`src/rtl/edge_event_arbiter.sv`:
```
// ---------------------------------------------------------------------------
// edge_event_arbiter
//
// Watches CHANNELS level inputs for edges. Each channel can hold one pending
// event. A round-robin arbiter offers the pending events, one at a time, on a
// single valid/ready output port.
//
// Parameters
//   CHANNELS : number of monitored lines (2..16)
//   RISE     : 1 = rising edges create events
//   FALL     : 1 = falling edges create events
//   IDW      : width of ev_id, must be >= clog2(CHANNELS)
//
// Ports
//   clk      : system clock, all logic on posedge
//   rst      : asynchronous active-low reset
//   sig_in   : monitored level signals
//   ev_valid : an event is offered on ev_id / ev_rise
//   ev_ready : the consumer accepts the event when high together with ev_valid
//   ev_id    : channel index of the offered event
//   ev_rise  : 1 = rising edge, 0 = falling edge
//   pending  : per-channel flags for events that are waiting
//   overflow : sticky per-channel flags for lost events
//   ovf_clr  : one-cycle pulse that clears all overflow bits
//
// Optional build macro
//   EDGE_EVENT_SYNC_EN : when defined, a 2-flop synchroniser sits in front of
//                        edge detection. Event generation then starts 3 clocks
//                        after reset release.
// ---------------------------------------------------------------------------
module edge_event_arbiter #(
  parameter int CHANNELS = 4,
  parameter bit RISE     = 1'b1,
  parameter bit FALL     = 1'b1,
  parameter int IDW      = 2
) (
  input  logic                clk,
  input  logic                rst,
  input  logic [CHANNELS-1:0] sig_in,
  output logic                ev_valid,
  input  logic                ev_ready,
  output logic [IDW-1:0]      ev_id,
  output logic                ev_rise,
  output logic [CHANNELS-1:0] pending,
  output logic [CHANNELS-1:0] overflow,
  input  logic                ovf_clr
);

  localparam logic [IDW-1:0]      ID_ZERO = {IDW{1'b0}};
  localparam logic [IDW-1:0]      ID_ONE  = {{(IDW-1){1'b0}}, 1'b1};
  localparam logic [IDW-1:0]      ID_LAST = IDW'(CHANNELS - 1);
  localparam logic [CHANNELS-1:0] CH_ZERO = {CHANNELS{1'b0}};
  localparam logic [CHANNELS-1:0] CH_ONE  = {{(CHANNELS-1){1'b0}}, 1'b1};

  typedef enum logic [0:0] {
    ST_IDLE  = 1'b0,
    ST_OFFER = 1'b1
  } state_t;

  // Registers
  state_t              state_r;
  logic                ev_valid_r;
  logic [IDW-1:0]      ev_id_r;
  logic                ev_rise_r;
  logic [IDW-1:0]      rr_r;
  logic [CHANNELS-1:0] pending_r;
  logic [CHANNELS-1:0] pol_r;
  logic [CHANNELS-1:0] overflow_r;
  logic [CHANNELS-1:0] prev_r;
  logic                init_r;

  // Combinational signals
  logic [CHANNELS-1:0] s_s;
  logic [CHANNELS-1:0] rise_s;
  logic [CHANNELS-1:0] fall_s;
  logic [CHANNELS-1:0] edge_s;
  logic                hs_s;
  logic [CHANNELS-1:0] consume_s;
  logic [CHANNELS-1:0] ovf_set_s;
  logic [CHANNELS-1:0] pend_nxt_s;
  logic [CHANNELS-1:0] pol_nxt_s;
  logic [CHANNELS-1:0] ovf_nxt_s;
  logic [CHANNELS-1:0] rot_pend_s;
  logic [CHANNELS-1:0] rot_pol_s;
  logic                found_s;
  logic [IDW-1:0]      sel_s;
  logic                sel_pol_s;
  int                  idx_s;
  state_t              state_nxt_s;
  logic                valid_nxt_s;
  logic [IDW-1:0]      id_nxt_s;
  logic                rise_nxt_s;
  logic [IDW-1:0]      rr_nxt_s;

`ifdef EDGE_EVENT_SYNC_EN
  logic [CHANNELS-1:0] sync1_r;
  logic [CHANNELS-1:0] sync2_r;
  logic [1:0]          settle_r;

  // Two-flop synchroniser on every input line.
  always_ff @(posedge clk or negedge rst) begin
    if (!rst) begin
      sync1_r <= CH_ZERO;
      sync2_r <= CH_ZERO;
    end else begin
      sync1_r <= sig_in;
      sync2_r <= sync1_r;
    end
  end

  assign s_s = sync2_r;

  // Edge detection is enabled only after the synchroniser and prev hold real
  // input values, so a line that is high at reset release is not an edge.
  always_ff @(posedge clk or negedge rst) begin
    if (!rst) begin
      settle_r <= 2'd0;
      init_r   <= 1'b0;
    end else if (!init_r) begin
      if (settle_r == 2'd2) begin
        init_r <= 1'b1;
      end else begin
        settle_r <= settle_r + 2'd1;
      end
    end else begin
      settle_r <= settle_r;
    end
  end
`else
  assign s_s = sig_in;

  // The first clock after reset loads prev. Edges are detected from then on.
  always_ff @(posedge clk or negedge rst) begin
    if (!rst) begin
      init_r <= 1'b0;
    end else begin
      init_r <= 1'b1;
    end
  end
`endif

  // Previous sampled level, used for edge detection.
  always_ff @(posedge clk or negedge rst) begin
    if (!rst) begin
      prev_r <= CH_ZERO;
    end else begin
      prev_r <= s_s;
    end
  end

  // Edge detection, gated by polarity enables and by the init flag.
  assign rise_s = s_s & ~prev_r & {CHANNELS{RISE & init_r}};
  assign fall_s = ~s_s & prev_r & {CHANNELS{FALL & init_r}};
  assign edge_s = rise_s | fall_s;

  // A handshake consumes the event of the channel being offered.
  assign hs_s      = ev_valid_r & ev_ready;
  assign consume_s = hs_s ? (CH_ONE << ev_id_r) : CH_ZERO;

  // A new edge is lost if the slot is still occupied and is not drained in
  // this cycle. The first event wins.
  assign ovf_set_s = edge_s & pending_r & ~consume_s;

  // Next pending and polarity per channel. An edge that coincides with the
  // handshake of its own channel refills the slot with the new polarity.
  always_comb begin
    pend_nxt_s = pending_r;
    pol_nxt_s  = pol_r;
    for (int c = 0; c < CHANNELS; c++) begin
      if (edge_s[c] && !ovf_set_s[c]) begin
        pend_nxt_s[c] = 1'b1;
        pol_nxt_s[c]  = rise_s[c];
      end else if (consume_s[c]) begin
        pend_nxt_s[c] = 1'b0;
      end else begin
      end
    end
  end

  // When ovf_clr and a new overflow hit the same cycle, the set wins.
  assign ovf_nxt_s = ovf_set_s | (ovf_clr ? CH_ZERO : overflow_r);

  // Rotate so that bit 0 is the channel the round-robin pointer names. A
  // plain priority search then gives the fair choice.
  assign rot_pend_s = CHANNELS'({pending_r, pending_r} >> rr_r);
  assign rot_pol_s  = CHANNELS'({pol_r, pol_r} >> rr_r);

  // Round-robin selection: find the first pending channel at or after rr.
  always_comb begin
    found_s   = 1'b0;
    sel_s     = ID_ZERO;
    sel_pol_s = 1'b0;
    idx_s     = 0;
    for (int j = 0; j < CHANNELS; j++) begin
      if (!found_s && rot_pend_s[j]) begin
        found_s   = 1'b1;
        sel_pol_s = rot_pol_s[j];
        idx_s     = int'(rr_r) + j;
        if (idx_s >= CHANNELS) begin
          idx_s = idx_s - CHANNELS;
        end else begin
        end
        sel_s = IDW'(idx_s);
      end else begin
      end
    end
  end

  // Offer FSM: next-state and next output register values.
  always_comb begin
    state_nxt_s = state_r;
    valid_nxt_s = ev_valid_r;
    id_nxt_s    = ev_id_r;
    rise_nxt_s  = ev_rise_r;
    rr_nxt_s    = rr_r;
    case (state_r)
      ST_IDLE: begin
        if (found_s) begin
          valid_nxt_s = 1'b1;
          id_nxt_s    = sel_s;
          rise_nxt_s  = sel_pol_s;
          state_nxt_s = ST_OFFER;
        end else begin
          valid_nxt_s = 1'b0;
        end
      end
      ST_OFFER: begin
        if (hs_s) begin
          valid_nxt_s = 1'b0;
          rr_nxt_s    = (ev_id_r == ID_LAST) ? ID_ZERO : (ev_id_r + ID_ONE);
          state_nxt_s = ST_IDLE;
        end else begin
          valid_nxt_s = 1'b1;
        end
      end
      default: begin
        valid_nxt_s = 1'b0;
        state_nxt_s = ST_IDLE;
      end
    endcase
  end

  // State, offer outputs, pointer and per-channel flags.
  always_ff @(posedge clk or negedge rst) begin
    if (!rst) begin
      state_r    <= ST_IDLE;
      ev_valid_r <= 1'b0;
      ev_id_r    <= ID_ZERO;
      ev_rise_r  <= 1'b0;
      rr_r       <= ID_ZERO;
      pending_r  <= CH_ZERO;
      pol_r      <= CH_ZERO;
      overflow_r <= CH_ZERO;
    end else begin
      state_r    <= state_nxt_s;
      ev_valid_r <= valid_nxt_s;
      ev_id_r    <= id_nxt_s;
      ev_rise_r  <= rise_nxt_s;
      rr_r       <= rr_nxt_s;
      pending_r  <= pend_nxt_s;
      pol_r      <= pol_nxt_s;
      overflow_r <= ovf_nxt_s;
    end
  end

  assign ev_valid = ev_valid_r;
  assign ev_id    = ev_id_r;
  assign ev_rise  = ev_rise_r;
  assign pending  = pending_r;
  assign overflow = overflow_r;

endmodule

```
`config.mk`:
```
export PLATFORM = sky130hd
export DESIGN_NAME = edge_event_arbiter
export DESIGN_NICKNAME = d
export VERILOG_FILES = /design/src/rtl/edge_event_arbiter.sv
export SDC_FILE = /design/constraint.sdc
export NUM_CORES = 1
export LEC_CHECK = 0
export ABC_AREA = 0
export CORE_MARGIN = 5
export CORE_UTILIZATION = 31
export DETAILED_ROUTE_END_ITERATION = 10
export DONT_BUFFER_PORTS = 1
export PLACE_DENSITY = 0.55
export SLEW_MARGIN = 20
export SYNTH_ARGS = -nofsm -noshare
export SYNTH_HDL_FRONTEND = slang
export SYNTH_SLANG_ARGS = --single-unit
```
`constraint.sdc`:
```
create_clock -name clk -period 1.6 [get_ports clk]
set_input_delay 0.48 -clock clk [delete_from_list [all_inputs] [get_ports clk]]
set_output_delay 0.48 -clock clk [all_outputs]
set_load 0.01 [all_outputs]
```
; ---- Word level (Yosys, flattened, before mapping)
; Cells that the tools add are included.
[word_totals]
elab_cells = 94
reg_bits = 23
output_inout_bits = 12
in_bits = 8
[classes]
eq_ne = 1
bitwise_logic = 13
shift = 3
magnitude_cmp = 4
n_mux = 30
addsub = 8
n_reduce_logical = 20
[op_table]
columns = cell, n
row1 = 4-bit AND, 6
row2 = 1-bit two-way mux, 18
row3 = 2-bit two-way mux, 9
row4 = 8-bit by 2-bit right shift with 4-bit output, 2
row5 = 4-bit inverter, 3
row6 = "3-bit >= comparator, second input constant", 3
row7 = 4-bit two-way mux, 2
row8 = 4-bit OR, 2
row9 = 2-bit nonzero test, 4
row10 = "2-bit by 1-bit subtractor with 2-bit output, second input constant", 4
row11 = 1-bit logical AND, 7
row12 = 1-bit logical NOT, 7
row13 = "2-bit by 2-bit adder with 3-bit output, second input constant", 2
row14 = 2-bit AND reduction, 2
row15 = "1-bit by 2-bit << shifter with 4-bit output, first input constant", 1
row16 = "2-bit by 1-bit adder with 3-bit output, second input constant", 1
row17 = "2-bit by 3-bit >= comparator with 1-bit output, second input constant", 1
row18 = "2-bit by 1-bit adder with 2-bit output, second input constant", 1
row19 = "2-bit equality test, second input constant", 1
row20 = 1-bit case mux with 2 select lines, 1
row21 = 1-bit AND, 1
row22 = 1-bit inverter, 1

; ---- Depth between registers and ports, before layout
; Gate-level depths: netlist (run 1).
[depth]
word_depth = 13
mapped_depth = 7

; ---- Worst setup path before layout (run 1)
; No wires, ideal clock.
[synth_path]
path_type = flip-flop to flip-flop
start = reg pending_r[2], in the netlist pending[2]
end = reg ev_rise_r, in the netlist ev_rise
n_path_buf = 1
required_ns = 1.460
period_less_slack_ns = 1.477
path_stages_with_launch = 7
setup_slack_ns = 0.123
arrival_ns = 1.337
cell_sequence = dfrtp_1 -> buf_6 -> nor2b_4 -> a221o_1 -> and4_4 -> a21oi_2 -> a31oi_2
[synth_via]
elab_chain_cells = 12
[synth_rtl]
columns = element, line_no
row1 = from (decl), 66  ; logic [CHANNELS-1:0] pending_r;
row2 = from (signal assigned), 260  ; pending_r <= pend_nxt_s;
row3 = 8-bit by 2-bit right shift with 4-bit output *, 185  ; assign rot_pend_s = CHANNELS'({pending_r, pending_r} >> rr_r);
row4 = 1-bit two-way mux, 195  ; if (!found_s && rot_pend_s[j]) begin
row5 = 1-bit logical NOT, 195
row6 = 1-bit logical AND, 195
row7 = 1-bit two-way mux, 195
row8 = 1-bit logical NOT, 195
row9 = 1-bit logical AND, 195
row10 = 1-bit two-way mux, 195
row11 = 1-bit logical NOT, 195
row12 = 1-bit logical AND, 195
row13 = 1-bit two-way mux, 195
row14 = 2-bit AND reduction (no line), n/a
row15 = to (signal assigned), 258  ; ev_rise_r <= rise_nxt_s;
row16 = to (decl), 64  ; logic ev_rise_r;
; Every way passes the cells marked *; elsewhere a longest branch is shown, timed or not.
; A chain may end at the register's enable or synchronous reset.

; ---- Final worst setup path (run 1)
[layout_path]
start = reg pending_r[2], in the netlist pending[2]
end = out pending[2]
[layout_rtl]
columns = element, line_no
row1 = to (decl), 44  ; output logic [CHANNELS-1:0] pending,
; No word-level cell between the ends.

==> out/qor.csv, run 1 <==
stage,metric,value,unit
sta,period_minus_slack,1521,ps
critical_path,slowest_stage,dfrtp_2,
synth,ys.flop_type,dfrtp_1,
power,p_leak,0.6100,nW
global_routing,grtUsageTotal,0.1114,
power,switchingPower,0.9517,mW
die,io_pins,20,
sta,drv_slew,0,
sta,setup_violations,0,
drt,postRouteAntennaNets,0,
layout,final_layout_size_suffix_gt1_frac,0.2117,
drt,wirelength,2.883,mm
critical_path,critPathLaunchType,flop,
synth,synth_nets,143,
global_routing,grt_max_degree,24,
synth,synth.most_common_cell,nand2_1,
die,die_width,75.41,um
cts,cts_buffer_depth,2,
critical_path,path_class,reg2out,
cts,cts_root_buf,clkbuf_8,
drt,post-route-drc-count,0,
sta,worst_pin_slew,505.8,ps
sta,skew,2.633,ps
critical_path,critical_path_arrival,1040,ps
place,portBuffers,0,
critical_path,cp-end-kind,output port,
critical_path,cp_common_cell,buf_4,
global_routing,grt_pass1_vias,1016,
power,power_frac_clock,0.153,
job,maxCapViolCount,0,
synth,postSynth.asyncResetShare,1.000,
global_routing,overflow,0,
cts,cts.htree.levels,1,
power,comb_power_share,0.395,
synth,syn_inst,131,
global_routing,antenna_found_initial,0,
global_routing,grt_pass1_wl,4.788,mm
cts,cts_tree,built,
critical_path,crit_required,1120,ps
critical_path,rrSetupSlack,90,ps
layout,nNetsFinal,150,
critical_path,worstPathCellList,buf_4 > buf_4,
synth,seq_area_frac_synth,0.4340,
drt,vias_per_cell,5.332,
sta,max-slew-margin-rel,0.6628,
critical_path,path_max_fanout,9,
power,peakVddDrop,0.6764,mV
synth,ys_ff_latch,23,
drt,wl_per_cell,15.42,um
drt,num_vias,997,
place,place_congestion,0.8227,
synth,synth_enable_flop_cells,0,
synth,synth_area_per_cell,10.12,sq um
power,p_seq_frac,0.452,
place,place_worst_setup_slack,66.98,ps
layout,n_fill_cell,441,
synth,ys_warn_count,0,
cts,cts_made_buffers,3,
sta,finalSetupTns,0,ps
sta,fmax,657.7,MHz
sta,finalCritPeriodShare,0.9503,
cts,insertion_delay,260,ps
layout,syn_to_final_growth,9.528,%
synth,synth_top_cell_by_area,dfrtp_1,
critical_path,max_stage_delay,480,ps
sta,layout_setup_ws,79.48,ps
die,die-area,0.005687,sq mm
critical_path,worst-path-buf-inv,2,
synth,synthTopCellsByArea,"dfrtp_1 (43%), nand2_1 (6.8%), mux4_1 (4.0%)",
die,die_h,75.41,um
critical_path,crit_family,flip-flops,
status,status,completed,
sta,hold_violations,0,
power,p_int,1.383,mW
synth,netlist_top_cells_count,"nand2_1 (24), dfrtp_1 (23), o21ai_0 (10), inv_1 (7), a31oi_1 (6)",
synth,netlist_area,0.001326,sq mm
power,swShare,0.4076,
die,std_cell_rows,23,
place,dp_hpwl,2.241,mm
die,initial_core_util,0.3246,
cts,clock-sinks,23,
drt,drt-initial-drc-count,15,
synth,synth_top_area_frac,0.4340,
drt,firstDrtPassIters,4,
power,powerDensity,1608,mW/mm^2
die,fp.coreArea,0.004086,sq mm
min_path,min_path_type,in2async,
cts,clk_pin_slew_worst_paths,80,ps
synth,yosysUniqueCellTypes,38,
sta,rsz0062_at_grt,false,
layout,n_antenna_cell,0,
## logic make-up (layout without fill, tap and decap cells)
| family | after synthesis | count (layout) | synth area share |
|---|---|---|---|
| AOI/OAI and AO/OA | 36 | 36 | 0.1943 |
| buffers and inverters | 15 | 21 | 0.06698 |
| muxes | 4 | 4 | 0.05566 |
| DFF | 23 | 23 | 0.4340 |
| xor gates and xnor gates | 4 | 4 | 0.02641 |
| and+or+nand+nor | 44 | 44 | 0.1821 |
| adders and majority gates | 4 | 4 | 0.03774 |
| other | 1 | 1 | 0.002827 |
## cells in the final DEF (no fill, tap or decap), types with 2 or more instances in the layout
cell / instances
nand3_1: 4
dfrtp_1: 19
nor2_1: 4
a31oi_1: 6
dfrtp_2: 4
nand2b_1: 2
o22ai_1: 4
o2111ai_1: 2
buf_4: 9
o21ai_1: 2
clkbuf_8: 3
mux4_1: 2
xor2_1: 4
o211ai_1: 2
and4bb_1: 3
o21ai_0: 10
inv_1: 7
ha_1: 4
a21oi_1: 2
nand2_1: 24
## stage by stage
stage                     instance area (sq um)  cells  total power, mW  hold WS (ps)  utilization
after floorplan                            1326    131            1.729         184.4            -
after global placement                     1394    182            1.922         185.1       0.3411
after detailed placement                   1394    182            1.963         185.1       0.3411
after CTS                                  1450    187            2.333         234.5       0.3549
after global routing                       1453    187            2.525         216.4       0.3555
final                                      1453    187            2.335         176.2       0.3555
## registers in the layout (all words and copies together) (netlist names)
name / cells
pending: 4
init_r: 1
ev_id: 2
ev_rise: 1
prev_r: 4
rr_r: 2
overflow: 4
pol_r: 4
ev_valid: 1
## power groups by stage
stage	registers, mW	clock network, mW	logic [mW]
5_1_grt	1.10	0.399	1.03
4_1_cts	1.04	0.365	0.926
3_3_place_gp	1.04	0	0.882
2_1_floorplan	0.922	0	0.806
6_report	1.05	0.358	0.923
3_5_place_dp	1.05	0	0.913
## path summary, 6_finish.rpt
kind / to / startpoint / depth (start not counted)
hold reg to reg: pol_r[0] / prev_r[0] / 1
setup / recovery: pending[2] / pending[2] / 2
max in group asynchronous: rr_r[0] / rst / 1
hold / removal: prev_r[0] / rst / 1
min in group clk: prev_r[2] / sig_in[2] / 0
setup reg to reg: ev_rise / rr_r[0] / 6
## what timing repair did
| action | CTS | global route |
|---|---|---|
| resized for setup | 0 | 5 |
| endpoints found under the hold margin | 23 | 0 |
| buffers inserted | 0 | 0 |
| endpoints found under the setup margin | 0 | 3 |
| hold buffers | 1 | 0 |
## area by class of cell
type | count | area [sq um] | share of cell area
Sequential cell | 23 | 580.6 | 0.3997
Inverter | 7 | 26.28 | 0.01809
Tap cell | 50 | 62.56 | 0.04307
Multi-Input combinational cell | 93 | 664.4 | 0.4574
Clock buffer | 3 | 41.29 | 0.02842
Timing Repair Buffer | 10 | 72.57 | 0.04996
Clock inverter | 1 | 5.005 | 0.003445
## per-layer routing
| metal | wire length, um | GRT usage | vias up |
|---|---|---|---|
| li1 | - | - | 485 |
| met2 | 1477 | 0.1956 | 22 |
| met4 | 42 | 0.04660 | 0 |
| met1 | 1220 | 0.1296 | 486 |
| met5 | 0 | 0 | - |
| met3 | 142 | 0.02639 | 4 |
No activity file was read; power rests on OpenSTA's default activity.
==> run 2, diff against run 1 <==
==> constraint.sdc (replaced) <==
create_clock -name clk -period 1.75 [get_ports clk]
set_input_delay 0.525 -clock clk [delete_from_list [all_inputs] [get_ports clk]]
set_output_delay 0.525 -clock clk [all_outputs]
set_load 0.01 [all_outputs]
==> run 2 against run 1 <==
First-iteration DRC count is 73% higher; routed wire length is 1.8% lower; total power is 12% lower; register-to-register slack better by 50 ps; combinational power is 19% lower; via count is 0.10% lower; global-route usage is 0.12 points lower.
==> out/qor.csv, run 2 (synthesized netlist as in run 1, its figures left out) <==
stage,metric,value,unit,change
layout,n_antenna_cell,0,,unchanged
global_routing,grtUsageTotal,0.1102,,was 0.1114
critical_path,rr_worst_depth,3,,was 6
cts,cts_root_buf,clkbuf_8,,unchanged
cts,cts_buffer_depth,2,,unchanged
drt,vias_per_cell,5.443,,was 5.332
layout,final_cells,183,,was 187
layout,post-route-util,0.3460,,was 0.3555
cts,clk_pin_slew_worst_paths,80,ps,about the same
layout,n_fill_cell,435,,was 441
global_routing,antenna_found_initial,0,,unchanged
sta,worst_pin_slew,513.7,ps,was 505.8 ps
critical_path,path_max_fanout,14,,was 9
critical_path,crit_family,flip-flops,,unchanged
critical_path,worstSetupPathDepth,1,,was 2
critical_path,crit_start,pending[1],,was pending[2]
cts,cts_resized,0,,unchanged
sta,setup_violations,0,,unchanged
drt,wl_per_cell,15.47,um,was 15.42 um
layout,regArea,575.6,sq um,was 580.6 sq um
die,die_width,75.41,um,unchanged
layout,nNetsFinal,146,,was 150
critical_path,endpoint,pending[1],,was pending[2]
drt,num_vias,996,,was 997
cts,cts_hold_buffers,1,,unchanged
critical_path,cp-end-kind,output port,,unchanged
sta,hold_violations,0,,unchanged
critical_path,crit_required,1220,ps,was 1120 ps
die,std_cell_rows,23,,unchanged
place,place_worst_setup_slack,153.7,ps,was 66.98 ps
place,place_congestion,0.8716,,was 0.8227
global_routing,grt_pass1_wl,4.754,mm,was 4.788 mm
sta,skew,6.426,ps,was 2.633 ps
cts,cts_made_buffers,3,,unchanged
job,maxCapViolCount,0,,unchanged
sta,fin_hold_ws,226.9,ps,was 176.2 ps
power,peakVddDrop,0.6334,mV,was 0.6764 mV
cts,cts.htree.levels,1,,unchanged
layout,final_layout_size_suffix_gt1_frac,0.1429,,was 0.2117
critical_path,max_stage_delay,650,ps,was 480 ps
drt,firstDrtPassIters,4,,unchanged
critical_path,critPathLaunchType,flop,,unchanged
die,die_h,75.41,um,unchanged
cts,cts_setup_buffers,0,,unchanged
power,p_leak,0.5924,nW,was 0.6100 nW
critical_path,worstPathCellList,buf_4,,was buf_4 > buf_4
power,powerDensity,1458,mW/mm^2,was 1608 mW/mm^2
critical_path,rrSetupSlack,140,ps,was 90 ps
cts,insertion_delay,260,ps,about the same
critical_path,slowest_stage,dfrtp_1,,was dfrtp_2
critical_path,rr_startpoint,rr_r[1],,was rr_r[0]
drt,wirelength,2.831,mm,was 2.883 mm
sta,layout_setup_ws,107.7,ps,was 79.48 ps
sta,rsz0062_at_grt,false,,unchanged
place,portBuffers,0,,unchanged
critical_path,path_class,reg2out,,unchanged
die,die-area,0.005687,sq mm,unchanged
place,dp_hpwl,2.183,mm,was 2.241 mm
drt,postRouteAntennaNets,0,,unchanged
min_path,min_path_type,in2async,,unchanged
die,fp.coreArea,0.004086,sq mm,unchanged
layout,mostFrequentLayoutCell,nand2_1,,unchanged
layout,layout_common_cells,"nand2_1 (24), dfrtp_1 (23), o21ai_0 (10)",,"was nand2_1 (24), dfrtp_1 (19), o21ai_0 (10)"
sta,max-slew-margin-rel,0.6575,,was 0.6628
global_routing,overflow,0,,unchanged
global_routing,grt_max_degree,24,,unchanged
critical_path,critical_path_arrival,1120,ps,was 1040 ps
cts,clock-sinks,23,,unchanged
layout,syn_to_final_growth,6.604,%,was 9.528%
die,io_pins,20,,unchanged
sta,fmax,608.9,MHz,
sta,period_minus_slack,1642,ps,
sta,drv_slew,0,,unchanged
drt,post-route-drc-count,0,,unchanged
critical_path,worst-path-buf-inv,1,,was 2
place,numPlacedInstances,178,,was 182
drt,drt-initial-drc-count,26,,was 15
sta,finalCritPeriodShare,0.9384,,
status,status,completed,,unchanged
die,initial_core_util,0.3246,,unchanged
global_routing,grt_pass1_vias,993,,"was 1,016"
sta,finalSetupTns,0,ps,unchanged
layout,multi_input_area,661.9,sq um,was 664.4 sq um
critical_path,r2r-end,ev_rise,,unchanged
cts,cts_tree,built,,unchanged
-- run 2: how the worst min path moves through the flow --
stage                     slack, ps        end  cells past startpoint  startpoint
after CTS                       280  prev_r[3]                      0   sig_in[3]
after global routing            260  prev_r[2]                      1         rst
after detailed placement        230     init_r                      0         rst
final                           230   pol_r[3]                      1         rst
after global placement          230  prev_r[0]                      0         rst
after floorplan                 230   ev_id[0]                      0         rst
-- run 2: layout make-up --
type | instances | share of cell area
flip-flops and latches | 23 | 0.4071
inverters | 7 | 0.01858
multi-input cells | 93 | 0.4681
clock buffers | 4 | 0.03186
well taps | 50 | 0.04425
repair buffers | 6 | 0.03009
-- run 2: through the flow --
step / cell area, sq um / total power, mW
6_report: 1414 / 2.062
5_1_grt: 1414 / 2.231
4_1_cts: 1419 / 2.084
3_5_place_dp: 1364 / 1.744
3_3_place_gp: 1364 / 1.710
2_1_floorplan: 1326 / 1.581
-- run 2: report_power, final --
part | internal (mW) | total, mW | switching (mW)
Combinational | 0.382 | 0.752 | 0.370
Sequential | 0.666 | 0.983 | 0.316
Clock | 0.162 | 0.328 | 0.165
Total | 1.21 | 2.06 | 0.852
-- run 2: per-layer routing --
| layer | part of all wire | vias up | track usage |
|---|---|---|---|
| met5 | 0 | - | 0 |
| met4 | 0.022 | 0 | 0.04854 |
| met3 | 0.043 | 4 | 0.02770 |
| met2 | 0.51 | 19 | 0.1822 |
| met1 | 0.43 | 493 | 0.1359 |
| li1 | - | 480 | - |
==> run 3, diff against run 2 <==
--- a/config.mk
+++ b/config.mk
@@ -7,10 +7,11 @@
 export LEC_CHECK = 0
 export ABC_AREA = 0
 export CORE_MARGIN = 5
-export CORE_UTILIZATION = 31
+export CORE_UTILIZATION = 55
 export DETAILED_ROUTE_END_ITERATION = 10
 export DONT_BUFFER_PORTS = 1
-export PLACE_DENSITY = 0.55
+export PLACE_DENSITY = 0.8
+export REMOVE_ABC_BUFFERS = 1
 export SLEW_MARGIN = 20
 export SYNTH_ARGS = -nofsm -noshare
 export SYNTH_HDL_FRONTEND = slang
==> run 3 against run 2 <==
Setup slack better by 46 ps; die area shrank 39%; sequential cell count did not move; count of clock-buffer cells in the layout fell by 1; sequential power is 2% lower; sequential share of layout area is 1.6 points higher; first-iteration DRC count rose by 46%; final cell count is 13% lower; critical path type unchanged; largest power group unchanged; highest routed layer unchanged.
==> out/qor.csv, run 3 (synthesized netlist as in run 1, its figures left out) <==
stage,metric,value,unit,change
drt,post-route-drc-count,0,,unchanged
job,maxCapViolCount,0,,unchanged
place,place_area,0.001329,sq mm,was 0.001364 sq mm
critical_path,cp-end-kind,output port,,unchanged
drt,firstDrtPassIters,4,,unchanged
die,die_h,59.11,um,was 75.41 um
critical_path,rr_worst_depth,5,,was 3
layout,layout_common_cells,"nand2_1 (24), dfrtp_1 (22), o21ai_0 (10)",,"was nand2_1 (24), dfrtp_1 (23), o21ai_0 (10)"
global_routing,overflow,0,,unchanged
die,die-area,0.003493,sq mm,was 0.005687 sq mm
global_routing,grtUsageTotal,0.1634,,was 0.1102
critical_path,r2r-end,ev_rise,,unchanged
cts,cts_setup_buffers,0,,unchanged
critical_path,worstPathCellList,buf_4,,unchanged
sta,setup_violations,0,,unchanged
layout,fin_area,0.001363,sq mm,was 0.001414 sq mm
critical_path,path_max_fanout,7,,was 14
place,portBuffers,0,,unchanged
drt,wirelength,2.541,mm,was 2.831 mm
drt,wl_per_cell,15.88,um,was 15.47 um
critical_path,rr_startpoint,rr_r[1],,unchanged
critical_path,max_stage_delay,540,ps,was 650 ps
cts,clock-sinks,23,,unchanged
sta,layout_setup_ws,153.5,ps,was 107.7 ps
cts,cts_buffer_depth,2,,unchanged
global_routing,grt_pass1_vias,935,,was 993
drt,wl_met3,156,um,was 122 um
critical_path,crit_family,flip-flops,,unchanged
layout,final_layout_size_suffix_gt1_frac,0.1515,,was 0.1429
cts,cts.htree.levels,1,,unchanged
power,p_leak,0.5824,nW,was 0.5924 nW
power,power_frac_clock,0.125,,was 0.159
die,std_cell_rows,17,,was 23
cts,cts_tree,built,,unchanged
global_routing,grt_pass1_wl,4.333,mm,was 4.754 mm
critical_path,worst-path-buf-inv,1,,unchanged
sta,drv_slew,0,,unchanged
power,p_int,1.125,mW,was 1.210 mW
sta,rsz0062_at_grt,false,,unchanged
drt,drt-initial-drc-count,38,,was 26
cts,clk_pin_slew_worst_paths,130,ps,was 80 ps
drt,num_vias,995,,was 996
die,initial_core_util,0.5882,,was 0.3246
layout,mostFrequentLayoutCell,nand2_1,,unchanged
place,place_worst_setup_slack,208.3,ps,was 153.7 ps
critical_path,rrSetupSlack,200,ps,was 140 ps
global_routing,antenna_found_initial,0,,unchanged
critical_path,crit_required,1220,ps,about the same
die,die_width,59.11,um,was 75.41 um
drt,dr_wl_met2,1.182,mm,was 1.439 mm
sta,period_minus_slack,1596,ps,was 1642 ps
sta,hold_violations,0,,unchanged
layout,n_antenna_cell,0,,unchanged
critical_path,critical_path_arrival,1070,ps,was 1120 ps
drt,postRouteAntennaNets,0,,unchanged
sta,skew,13.86,ps,was 6.426 ps
cts,cts_made_buffers,3,,unchanged
layout,post-route-util,0.6043,,was 0.3460
cts,insertion_delay,320,ps,was 260 ps
drt,vias_per_cell,6.219,,was 5.443
power,comb_power_share,0.383,,was 0.365
die,io_pins,20,,unchanged
drt,top_layer,met4,,unchanged
min_path,min_path_type,in2async,,unchanged
critical_path,slowest_stage,dfrtp_1,,unchanged
global_routing,grt_max_degree,24,,unchanged
sta,max-slew-margin-rel,0.6646,,was 0.6575
place,place_congestion,0.8348,,was 0.8716
power,p_seq_frac,0.493,,was 0.477
cts,cts_root_buf,clkbuf_4,,was clkbuf_8
layout,n_fill_cell,202,,was 435
sta,worst_pin_slew,503.0,ps,was 513.7 ps
critical_path,critPathLaunchType,flop,,unchanged
drt,met1Wirelength,1.110,mm,was 1.208 mm
critical_path,path_class,reg2out,,unchanged
power,powerDensity,1440,mW/mm^2,was 1458 mW/mm^2
layout,syn_to_final_growth,2.736,%,was 6.604%
power,peakVddDrop,0.7516,mV,was 0.6334 mV
status,status,completed,,unchanged
place,dp_hpwl,1.956,mm,was 2.183 mm
sta,finalCritPeriodShare,0.9123,,was 0.9384
sta,finalSetupTns,0,ps,unchanged
layout,nNetsFinal,145,,was 146
power,swShare,0.4266,,was 0.4131
sta,fmax,626.4,MHz,was 608.9 MHz
power,p_total,1.963,mW,was 2.062 mW
die,fp.coreArea,0.002255,sq mm,was 0.004086 sq mm
power,switchingPower,0.8373,mW,was 0.8519 mW
==> run 3: final cells by class <==
class	count	area, sq um	share of cell area
clock buffers	3	22.52	0.01653
well taps	28	35.03	0.02571
multi-input cells	93	661.9	0.4858
repair buffers	5	35.03	0.02571
clock inverters	1	5.005	0.003673
inverters	7	26.28	0.01928
flip-flops and latches	23	576.8	0.4233
==> run 3: power groups by stage <==
stage | Clock (mW) | Sequential, mW | Combinational, mW
after floorplan | 0 | 0.940 | 0.531
after global placement | 0 | 0.952 | 0.719
after detailed placement | 0 | 0.969 | 0.747
after CTS | 0.255 | 0.959 | 0.761
after global routing | 0.280 | 1.00 | 0.845
final | 0.245 | 0.967 | 0.751
==> run 3: per-layer routing <==
layer | track usage | up-vias
met1 | 0.2176 | 475
met3 | 0.04575 | 13
met2 | 0.2334 | 28
li1 | - | 479
met5 | 0 | -
met4 | 0.1003 | 0
==> run 3: metrics by stage <==
step	hold WS [ps]	std cells
finish	152.6	160
floorplan	229.4	123
CTS	208.0	160
global route	180.3	160
detailed placement	229.8	155
global placement	230.0	155
==> run 3: repair_timing <==
item / CTS / global route
endpoints found under the hold margin: 23 / 0
endpoints found under the setup margin: 0 / 1
gates resized for setup: 0 / 1
hold buffers: 1 / 0
==> run 3: how the worst max path moves through the flow <==
stage / from / endpoint / slack (ps) / cells past startpoint
3_5_place_dp: rr_r[1] / ev_rise / 210 / 5
4_1_cts: pending[1] / pending[1] / 50 / 1
5_1_grt: pending[2] / pending[2] / 100 / 1
2_1_floorplan: rr_r[0] / ev_rise / 260 / 3
6_report: pending[2] / pending[2] / 150 / 1
3_3_place_gp: rr_r[1] / ev_rise / 260 / 5
